$ cat src/rtl/axis_seq_divider_if.sv
// axis_seq_divider_if: operand and result channels of the sequential divider.
// The divider uses the slave modport; the divide unit driving it uses master.
interface axis_seq_divider_if #(
   parameter int DATA_W = 32
);
   logic                s_axis_dividend_tvalid;
   logic [DATA_W-1:0]   s_axis_dividend_tdata;
   logic                s_axis_dividend_tready;
   logic                s_axis_divisor_tvalid;
   logic [DATA_W-1:0]   s_axis_divisor_tdata;
   logic                s_axis_divisor_tready;
   logic                m_axis_dout_tvalid;
   logic [2*DATA_W-1:0] m_axis_dout_tdata;

   modport master (
      output s_axis_dividend_tvalid,
      output s_axis_dividend_tdata,
      input  s_axis_dividend_tready,
      output s_axis_divisor_tvalid,
      output s_axis_divisor_tdata,
      input  s_axis_divisor_tready,
      input  m_axis_dout_tvalid,
      input  m_axis_dout_tdata
   );

   modport slave (
      input  s_axis_dividend_tvalid,
      input  s_axis_dividend_tdata,
      output s_axis_dividend_tready,
      input  s_axis_divisor_tvalid,
      input  s_axis_divisor_tdata,
      output s_axis_divisor_tready,
      output m_axis_dout_tvalid,
      output m_axis_dout_tdata
   );
endinterface

$ cat src/rtl/axis_seq_divider.sv
// axis_seq_divider: radix-2 restoring divider, one quotient bit per cycle.
// Define DIV_SIGNED_EN for two's-complement signed division (default unsigned).
module axis_seq_divider #(
   parameter int DATA_W = 32
) (
   input logic               aclk,
   input logic               aresetn,
   axis_seq_divider_if.slave bus
);
   localparam int CNT_W = $clog2(DATA_W + 1);
   localparam logic [CNT_W-1:0] LAST = CNT_W'(DATA_W - 1);

   typedef enum logic [1:0] {
      IDLE,
      CALC,
      FIX,
      DONE
   } state_t;

   state_t              state;
   logic                got_dd;
   logic                got_dv;
   logic [DATA_W-1:0]   dd_q;
   logic [DATA_W-1:0]   dv_q;
   logic [DATA_W-1:0]   quo;
   logic [DATA_W-1:0]   rem;
   logic [DATA_W-1:0]   dvs;
   logic [CNT_W-1:0]    cnt;
   logic                dout_valid;
   logic [2*DATA_W-1:0] dout_data;

   logic                rdy_dd;
   logic                rdy_dv;
   logic                acc_dd;
   logic                acc_dv;
   logic                start;
   logic                dz;
   logic [DATA_W-1:0]   dd_in;
   logic [DATA_W-1:0]   dv_in;
   logic [DATA_W-1:0]   dd_mag;
   logic [DATA_W-1:0]   dv_mag;
   logic [DATA_W:0]     shl;
   logic [DATA_W:0]     diff;
   logic [DATA_W-1:0]   rem_nxt;
   logic [DATA_W-1:0]   quo_nxt;
   logic [DATA_W-1:0]   q_fix;
   logic [DATA_W-1:0]   r_fix;

   always_comb begin
      rdy_dd = (state == IDLE) & ~got_dd;
      rdy_dv = (state == IDLE) & ~got_dv;
      acc_dd = bus.s_axis_dividend_tvalid & rdy_dd;
      acc_dv = bus.s_axis_divisor_tvalid & rdy_dv;
      start  = (state == IDLE)
             & (got_dd | acc_dd)
             & (got_dv | acc_dv);
      dd_in  = acc_dd ? bus.s_axis_dividend_tdata : dd_q;
      dv_in  = acc_dv ? bus.s_axis_divisor_tdata : dv_q;
`ifdef DIV_SIGNED_EN
      dd_mag = dd_in[DATA_W-1] ? -dd_in : dd_in;
      dv_mag = dv_in[DATA_W-1] ? -dv_in : dv_in;
`else
      dd_mag = dd_in;
      dv_mag = dv_in;
`endif
   end

   // diff MSB set means the trial subtraction went negative: restore.
   always_comb begin
      shl  = {rem, quo[DATA_W-1]};
      diff = shl - {1'b0, dvs};
      if (!diff[DATA_W]) begin
         rem_nxt = diff[DATA_W-1:0];
         quo_nxt = {quo[DATA_W-2:0], 1'b1};
      end else begin
         rem_nxt = shl[DATA_W-1:0];
         quo_nxt = {quo[DATA_W-2:0], 1'b0};
      end
   end

   always_comb begin
      dz = (dv_q == '0);
`ifdef DIV_SIGNED_EN
      q_fix = (dd_q[DATA_W-1] ^ dv_q[DATA_W-1]) ? -quo : quo;
      r_fix = dd_q[DATA_W-1] ? -rem : rem;
`else
      q_fix = quo;
      r_fix = rem;
`endif
      if (dz) begin
         q_fix = '1;
         r_fix = dd_q;
      end
   end

   always_ff @(posedge aclk) begin
      if (!aresetn) begin
         state      <= IDLE;
         got_dd     <= 1'b0;
         got_dv     <= 1'b0;
         cnt        <= '0;
         dd_q       <= '0;
         dv_q       <= '0;
         quo        <= '0;
         rem        <= '0;
         dvs        <= '0;
         dout_valid <= 1'b0;
         dout_data  <= '0;
      end else begin
         dout_valid <= 1'b0;
         unique case (state)
            IDLE: begin
               if (acc_dd) begin
                  dd_q   <= bus.s_axis_dividend_tdata;
                  got_dd <= 1'b1;
               end
               if (acc_dv) begin
                  dv_q   <= bus.s_axis_divisor_tdata;
                  got_dv <= 1'b1;
               end
               if (start) begin
                  quo   <= dd_mag;
                  dvs   <= dv_mag;
                  rem   <= '0;
                  cnt   <= '0;
                  state <= CALC;
               end
            end
            CALC: begin
               quo <= quo_nxt;
               rem <= rem_nxt;
               if (cnt == LAST) begin
                  state <= FIX;
               end else begin
                  cnt <= cnt + CNT_W'(1);
               end
            end
            FIX: begin
               dout_valid <= 1'b1;
               dout_data  <= {q_fix, r_fix};
               state      <= DONE;
            end
            DONE: begin
               got_dd <= 1'b0;
               got_dv <= 1'b0;
               state  <= IDLE;
            end
            default: state <= IDLE;
         endcase
      end
   end

   assign bus.s_axis_dividend_tready = rdy_dd;
   assign bus.s_axis_divisor_tready  = rdy_dv;
   assign bus.m_axis_dout_tvalid     = dout_valid;
   assign bus.m_axis_dout_tdata      = dout_data;
endmodule

$ cat src/flat_wrapper.sv
// flat-port wrapper written by rule: the top's interface ports become plain ports
module axis_seq_divider_flat 
#(
   parameter int DATA_W = 32
)
  (aclk, aresetn, bus_s_axis_dividend_tvalid, bus_s_axis_dividend_tdata, bus_s_axis_dividend_tready, bus_s_axis_divisor_tvalid, bus_s_axis_divisor_tdata, bus_s_axis_divisor_tready, bus_m_axis_dout_tvalid, bus_m_axis_dout_tdata);
  axis_seq_divider_if #(.DATA_W(DATA_W)) bus_i ();
  input logic aclk;
  input logic aresetn;
  input wire logic [$bits(bus_i.s_axis_dividend_tvalid)-1:0] bus_s_axis_dividend_tvalid;
  input wire logic [$bits(bus_i.s_axis_dividend_tdata)-1:0] bus_s_axis_dividend_tdata;
  output wire logic [$bits(bus_i.s_axis_dividend_tready)-1:0] bus_s_axis_dividend_tready;
  input wire logic [$bits(bus_i.s_axis_divisor_tvalid)-1:0] bus_s_axis_divisor_tvalid;
  input wire logic [$bits(bus_i.s_axis_divisor_tdata)-1:0] bus_s_axis_divisor_tdata;
  output wire logic [$bits(bus_i.s_axis_divisor_tready)-1:0] bus_s_axis_divisor_tready;
  output wire logic [$bits(bus_i.m_axis_dout_tvalid)-1:0] bus_m_axis_dout_tvalid;
  output wire logic [$bits(bus_i.m_axis_dout_tdata)-1:0] bus_m_axis_dout_tdata;
  assign bus_i.s_axis_dividend_tvalid = bus_s_axis_dividend_tvalid;
  assign bus_i.s_axis_dividend_tdata = bus_s_axis_dividend_tdata;
  assign bus_s_axis_dividend_tready = bus_i.s_axis_dividend_tready;
  assign bus_i.s_axis_divisor_tvalid = bus_s_axis_divisor_tvalid;
  assign bus_i.s_axis_divisor_tdata = bus_s_axis_divisor_tdata;
  assign bus_s_axis_divisor_tready = bus_i.s_axis_divisor_tready;
  assign bus_m_axis_dout_tvalid = bus_i.m_axis_dout_tvalid;
  assign bus_m_axis_dout_tdata = bus_i.m_axis_dout_tdata;
  axis_seq_divider #(.DATA_W(DATA_W)) u_core (.aclk(aclk), .aresetn(aresetn), .bus(bus_i));
endmodule
$ cat config.mk
export PLATFORM = sky130hd
export DESIGN_NAME = axis_seq_divider_flat
export DESIGN_NICKNAME = d
export VERILOG_FILES = /design/src/rtl/axis_seq_divider_if.sv /design/src/rtl/axis_seq_divider.sv /design/src/flat_wrapper.sv
export SDC_FILE = /design/constraint.sdc
export NUM_CORES = 1
export LEC_CHECK = 0
export ABC_AREA = 1
export ABC_CLOCK_PERIOD_IN_PS = 2100
export CAP_MARGIN = 20
export CORE_UTILIZATION = 45
export CTS_BUF_LIST = sky130_fd_sc_hd__clkbuf_8
export CTS_CLUSTER_SIZE = 28
export DETAILED_ROUTE_END_ITERATION = 7
export PLACE_DENSITY = 0.68
export SYNTH_ARGS = -nofsm -noshare
export SYNTH_HDL_FRONTEND = slang
export SYNTH_SLANG_ARGS = --single-unit
$ cat constraint.sdc
create_clock -name aclk -period 2.1 [get_ports aclk]
set_input_delay 0.42 -clock aclk [delete_from_list [all_inputs] [get_ports aclk]]
set_output_delay 0.42 -clock aclk [all_outputs]
set_load 0.01 [all_outputs]
==> results_dict.tcl, run 1 <==
set metrics [dict create \
    final_hold_viol_count 0 \
    overflow 0 \
    ctsRootBufferMaster "sky130_fd_sc_hd__clkbuf_8" \
    crit_chain "inv_2 > ha_4 > inv_2 > fa_2 > nand2_1 > nand2_1 > nand3_2 > nand2_2 > nand2_2 > nand2_4 > nand2_4 > nand2_4 > nand2_4 > nand2_8 > buf_4 > nor2_1 > nor2_1 > nor2_1 > nor2_1" \
    final_routed_drc_violation_total 0 \
    port_buffers 134 \
    cell_count_after_synthesis 1738 \
    dp.cells 2294 \
    report.final.setup_viol 33 \
    number_of_nets_in_the_layout 2122 \
    outcome "finished, violations left" \
    utilization_pct 63.9 \
    ys_warn_count 0 \
    route.vias.total 12100 \
    synth.cell_area_um2 12500 \
    synthesized_area_per_cell_um2 7.16 \
    cts_max_path_buffers 3 \
    cp-end-kind "register" \
    first_global_vias 11700 \
    cts-htree-levels 2 \
    hp-class "in -> reg" \
    core_region_area_um2 27000 \
    antenna_found_initial 0 \
    ff2ff_setup_slack_ns -0.24 \
    rsz0062_at_grt "true" \
    place.gp.congestion 0.949 \
    maxSlewViolCount 0 \
    post-synth-top-area-fraction_pct 37.8 \
    synthToLayoutAreaGrowth_pct 38.7 \
    drtAntennaViolNets 0 \
    vias_per_cell 5.06 \
    path_clk_slew_ns 0.06 \
    initial_standard_cell_utilization_of_the_core_pct 46.1 \
    placed_cell_area_um2 15300 \
    timing.critical_path.required_ns 2.53 \
    fin_cells 2387 \
    timing_worst_setup_path_type "reg -> reg" \
    violations "setup timing" \
    area_of_the_die_um2 28300 \
    yosysSeqAreaShare_pct 37.8 \
    fp.dieH_um 168 \
    clkSinkCount 235 \
    number_of_synthesized_register_bits 235 \
    r2r-start "u_core.quo[31]$_SDFFE_PN0P_" \
    aggregate_global_route_resource_usage_pct 25.5 \
    hold_start "aresetn" \
    worst-slew-pin-transition_ns 0.476 \
    critical_path_arrival_ns 2.77 \
    dr.first_iter.drc_count 804 \
    area.sequential_um2 4730 \
    maxClockFrequency_mhz 427 \
    die_x_um 168 \
    relative_slew_slack_pct 67.9 \
    worst_path_maximum_fanout 5 \
    slowest_delay_ns 0.34 \
    startpoint_types "register" \
    worst_skew_pair.late_latency_ns 0.54 \
    multi_input_comb_area_um2 7020 \
    clock_tree_from_tritoncts "yes" \
    final_critical_path_setup_slack_ns -0.242 \
    nFillCells 2324 \
    synthDominantAreaCellType "sky130_fd_sc_hd__dfxtp_1" \
    synth.net_count 1845 \
    fin_crit_ns 2.34 \
    worst_path_dominant_cell_family "simple AND/OR/NAND/NOR gates" \
    grt_max_degree 65 \
    routed_wire_length_per_instance_um 15.4 \
    crit_start "u_core.quo[31]$_SDFFE_PN0P_" \
    timing.final.crit_share_pct 112 \
    io-pin-count 135 \
    layout-drive-gt1-share_pct 24.4 \
    core.rowCount 60 \
    dr.pass1.iters 5 \
    grt_pass1_wl_mm 57.7 \
    dp.final_hpwl_mm 26.9 \
    synth_area_leaders "sky130_fd_sc_hd__dfxtp_1, sky130_fd_sc_hd__nand2_1, sky130_fd_sc_hd__inv_1" \
    cap_violations 0 \
    cts_inserted_buffers 41 \
    finalClockSkew_ns 0.0253 \
    synth_cell_type_count 40 \
    buffering_stage_count_on_the_worst_path_with_inverters_included 3 \
    final_area_um2 17300 \
    crit_slowest_cell "sky130_fd_sc_hd__fa_2" \
    route.final.wire_length_mm 36.8 \
    diode_count 0 \
]
## flip-flops by register name, summed over array words and instances, names as in the netlist, 2 cells and up
signal and count:
u_core.bus.m_axis_dout_tdata 64, u_core.dd_q 32, u_core.dv_q 32, u_core.dvs 32, u_core.quo 32, u_core.rem 32
u_core.cnt 6, u_core.state 2
## kinds of logic (layout without fill, tap and decap cells)
| family | count (synthesis) | count (layout) | synth area share, % |
|---|---|---|---|
| AND/OR/NAND/NOR | 669 | 672 | 22.4 |
| buffers and inverters | 393 | 698 | 12.3 |
| AO/OA/AOI/OAI | 327 | 327 | 17.6 |
| flip-flops | 235 | 235 | 37.8 |
| multiplexers | 60 | 60 | 4.82 |
| adder cells (fa/ha/maj) | 39 | 39 | 3.98 |
| XOR/XNOR | 15 | 15 | 1.06 |
## cell usage in the layout (no fill, tap or decap), types with 15 or more instances in the layout
cell type,netlist,routed
sky130_fd_sc_hd__buf_12,0,19
sky130_fd_sc_hd__or2_2,31,31
sky130_fd_sc_hd__ha_4,0,26
sky130_fd_sc_hd__nor2_1,140,121
sky130_fd_sc_hd__a221oi_2,31,31
sky130_fd_sc_hd__mux2i_1,60,60
sky130_fd_sc_hd__inv_2,3,16
sky130_fd_sc_hd__o21ai_0,76,76
sky130_fd_sc_hd__buf_4,8,154
sky130_fd_sc_hd__a21oi_1,114,98
sky130_fd_sc_hd__nor2_2,0,15
sky130_fd_sc_hd__dfxtp_1,235,215
sky130_fd_sc_hd__clkdlybuf4s50_1,0,131
sky130_fd_sc_hd__inv_1,303,296
sky130_fd_sc_hd__nand3_1,64,50
sky130_fd_sc_hd__o211ai_1,64,64
sky130_fd_sc_hd__nand2_2,5,45
sky130_fd_sc_hd__a31oi_1,33,33
sky130_fd_sc_hd__nand2_1,394,344
sky130_fd_sc_hd__dfxtp_2,0,20
sky130_fd_sc_hd__a21oi_2,0,16
sky130_fd_sc_hd__clkbuf_8,0,54
## metal layers
layer	track usage, %	vias up	routed length [µm]
met5	0	-	0
met4	12.4	0	1680
met3	4.68	95	1890
met2	42.2	303	17200
met1	31.8	5510	16100
li1	-	6178	-
## final timing paths
path / endpoint / cells after the start
hold reg to reg: u_core.cnt[4]$_SDFFE_PN0P_ / 2
setup / recovery: u_core.rem[30]$_SDFFE_PN0P_ / 19
setup reg to reg: u_core.rem[30]$_SDFFE_PN0P_ / 19
hold / removal: u_core.bus.m_axis_dout_tvalid$_SDFF_PN0_ / 3
## stage by stage
stage	hold slack [ns]	TNS (ns)	worst slack (ns)
after floorplan	0.441	0	0.00126
after global placement	0.459	-3.22	-0.175
after detailed placement	0.465	-5.32	-0.215
after CTS	0.210	-2.80	-0.120
after global routing	0.241	-9.02	-0.342
final	0.233	-5.33	-0.242
## final cells by class
type,instances,area share (%)
Multi-Input combinational cell,1113,40.7
Sequential cell,235,27.4
Timing Repair Buffer,318,17.5
Inverter,306,6.69
Clock buffer,54,4.30
Tap cell,341,2.47
Clock inverter,20,0.999
## synthesized netlist by cell type, drive strengths merged
cell and instances:
clkbuf 57, o211ai 64, o21bai 1, nand4 12
xor2 10, or2 31, buf 30, ha 38
o22ai 2, nor2 142, a31oi 33, inv 306
a21oi 115, dfxtp 235, a21o 2, mux2i 60
nor3b 1, a211oi 1, fa 1, and2 3
a221oi 31, nor3 6, nand3 65, and3 2
nand2 401, xnor2 5, nor4 6, o21ai 78
## worst min-delay path, stage by stage
cell	delay (ns)
sky130_fd_sc_hd__buf_2	0.18
sky130_fd_sc_hd__nand2_1	0.09
sky130_fd_sc_hd__inv_1	0.03
## timing repair
action	CTS	global route
resized for setup	112	81
gates cloned	4	1
setup buffers	6	9
pin swaps	20	24
endpoints found under the setup margin	35	45
hold buffers	0	0
Power of run 1 is left out: the tool's default activity adds up to more than one toggle a clock period on the data nets, which glitch-free logic cannot reach.
==> run 2, diff against run 1 <==
Settings changed: CORE_MARGIN from default to 3.
==> run 2 against run 1 <==
  * Critical path depth shrank 1
  * Non-clock buffer count shrank 16
  * Fmax grew 7.2%
  * Flip-flop and latch count is the same
  * First-iteration DRC count grew 18%
  * Utilization shrank 1.8 points
  * Clock skew shrank 0.0020 ns
  * Critical path type unchanged
  * The flow still finishes with violations (setup timing)
  * Count of clock-buffer cells in the layout shrank 8
  * Sequential share of layout area grew 0.60 points
==> results_dict.tcl, run 2 (same netlist as run 1, synthesis figures left out) <==
set metrics [dict create \
    outcome "finished, violations left" \
    violations "setup timing" \
    clock_tree_from_tritoncts "yes" \
    worst_skew_pair.late_latency_ns 0.54 \
    maxSlewViolCount 0 \
    report.final.setup_viol 32 \
    route.final.wire_length_mm 36.3 \
    timing.final.crit_share_pct 104 \
    layout-drive-gt1-share_pct 21.1 \
    fin_crit_ns 2.18 \
    largest_register_ff_count 64 \
    vias_per_cell 5.01 \
    final_hold_viol_count 0 \
    nFillCells 2405 \
    final_routed_drc_violation_total 0 \
    initial_standard_cell_utilization_of_the_core_pct 45.9 \
    ctsRootBufferMaster "sky130_fd_sc_hd__clkbuf_8" \
    fp.dieH_um 172 \
    cts-htree-levels 2 \
    core_region_area_um2 27100 \
    critical_path_arrival_ns 2.65 \
    maxClockFrequency_mhz 458 \
    aggregate_global_route_resource_usage_pct 24.0 \
    clkSinkCount 235 \
    core.rowCount 60 \
    hp-class "in -> reg" \
    port_buffers 134 \
    crit_start "u_core.quo[31]$_SDFFE_PN0P_" \
    overflow 0 \
    final_critical_path_setup_slack_ns -0.0844 \
    cap_violations 0 \
    final.hold.worst_slack_ns 0.169 \
    rsz0062_at_grt "true" \
    cts_inserted_buffers 41 \
    timing.critical_path.required_ns 2.56 \
    commonest_non_fill_non_tap_cell_in_the_layout "sky130_fd_sc_hd__nand2_1" \
    dp.final_hpwl_mm 26.7 \
    worst_path_maximum_fanout 7 \
    number_of_nets_in_the_layout 2105 \
    route.vias.total 12000 \
    worst-slew-pin-transition_ns 0.565 \
    diode_count 0 \
    synthToLayoutAreaGrowth_pct 35.3 \
    antenna_found_initial 0 \
    grt_pass1_wl_mm 57.5 \
    dr.pass1.iters 5 \
    path_clk_slew_ns 0.06 \
    mostFrequentLayoutCells "sky130_fd_sc_hd__nand2_1, sky130_fd_sc_hd__inv_1, sky130_fd_sc_hd__dfxtp_1, sky130_fd_sc_hd__buf_4, sky130_fd_sc_hd__clkdlybuf4s50_1" \
    timing_worst_setup_path_type "reg -> reg" \
    area_of_the_die_um2 29700 \
    cp-end-kind "register" \
    hold_start "aresetn" \
    die_x_um 172 \
    r2r-start "u_core.quo[31]$_SDFFE_PN0P_" \
    routed_wire_length_per_instance_um 15.2 \
    cts_max_path_buffers 3 \
    dr.first_iter.drc_count 947 \
    grt_max_degree 73 \
    hold_buffers 0 \
    relative_slew_slack_pct 61.9 \
    finalClockSkew_ns 0.0232 \
    drtAntennaViolNets 0 \
    startpoint_types "register" \
    first_global_vias 11500 \
    io-pin-count 135 \
    place.gp.congestion 0.955 \
]
run 2: area by class of cell:
cell class                 count  area [µm²]  share of cell area [%]
sequential                   235        4710                    28.0
multi-input combinational   1112        6910                    41.0
clock inverter                22         113                   0.669
tap                          372         465                    2.76
timing repair buffer         302        2850                    16.9
clock buffer                  46         633                    3.76
inverter                     306        1150                    6.86
run 2: worst paths after layout:
kind	to	slack, ns	cells past startpoint
setup reg to reg	u_core.rem[3]$_SDFFE_PN0P_	-0.08	18
hold / removal	u_core.bus.m_axis_dout_tvalid$_SDFF_PN0_	0.17	3
setup / recovery	u_core.rem[3]$_SDFFE_PN0P_	-0.08	18
hold reg to reg	u_core.cnt[4]$_SDFFE_PN0P_	0.47	2
run 2: what timing repair did:
| item | 4_1_cts | 5_1_grt |
|---|---|---|
| pin swaps | 17 | 26 |
| resized for setup | 54 | 86 |
| setup endpoints to repair | 35 | 47 |
| endpoints found under the hold margin | 0 | 0 |
| buffers inserted | 2 | 5 |
| gates cloned | 2 | 0 |
run 2: critical path: stages (launching register included):
cell	delay, ns
sky130_fd_sc_hd__dfxtp_2	0.32
sky130_fd_sc_hd__inv_2	0.07
sky130_fd_sc_hd__ha_4	0.14
sky130_fd_sc_hd__inv_4	0.03
sky130_fd_sc_hd__fa_2	0.34
sky130_fd_sc_hd__nand2_1	0.08
sky130_fd_sc_hd__nand2_1	0.06
sky130_fd_sc_hd__nand3_2	0.08
sky130_fd_sc_hd__nand2_2	0.06
sky130_fd_sc_hd__nand2_2	0.07
sky130_fd_sc_hd__nand2_2	0.06
sky130_fd_sc_hd__nand2_4	0.09
sky130_fd_sc_hd__nand2_4	0.09
sky130_fd_sc_hd__nand2_8	0.11
sky130_fd_sc_hd__buf_12	0.11
sky130_fd_sc_hd__nand2_4	0.10
sky130_fd_sc_hd__nand2_1	0.09
sky130_fd_sc_hd__nand3_1	0.07
sky130_fd_sc_hd__a21oi_1	0.15
run 2: per-layer routing:
layer  wire length [µm]  GRT usage [%]  vias to the layer above
li1                   -              -                     6131
met1              16600           31.8                     5494
met2              16900           40.8                      317
met3               1800           2.93                       68
met4               1080           7.81                        0
met5                  0              0                        -
run 2: metrics by stage:
stage	cell area [µm²]	util (%)	TNS [ns]	worst slack, ns	std cells
finish	16800	62.1	-1.48	-0.0844	2395
global route	16800	62.1	-5.92	-0.223	2395
CTS	16400	60.4	-2.66	-0.107	2390
detailed placement	15400	56.7	-5.31	-0.192	2318
global placement	15400	56.7	-4.05	-0.136	2318
floorplan	12500	-	0	0.00126	1738
Power of run 2 is left out for the same reason.
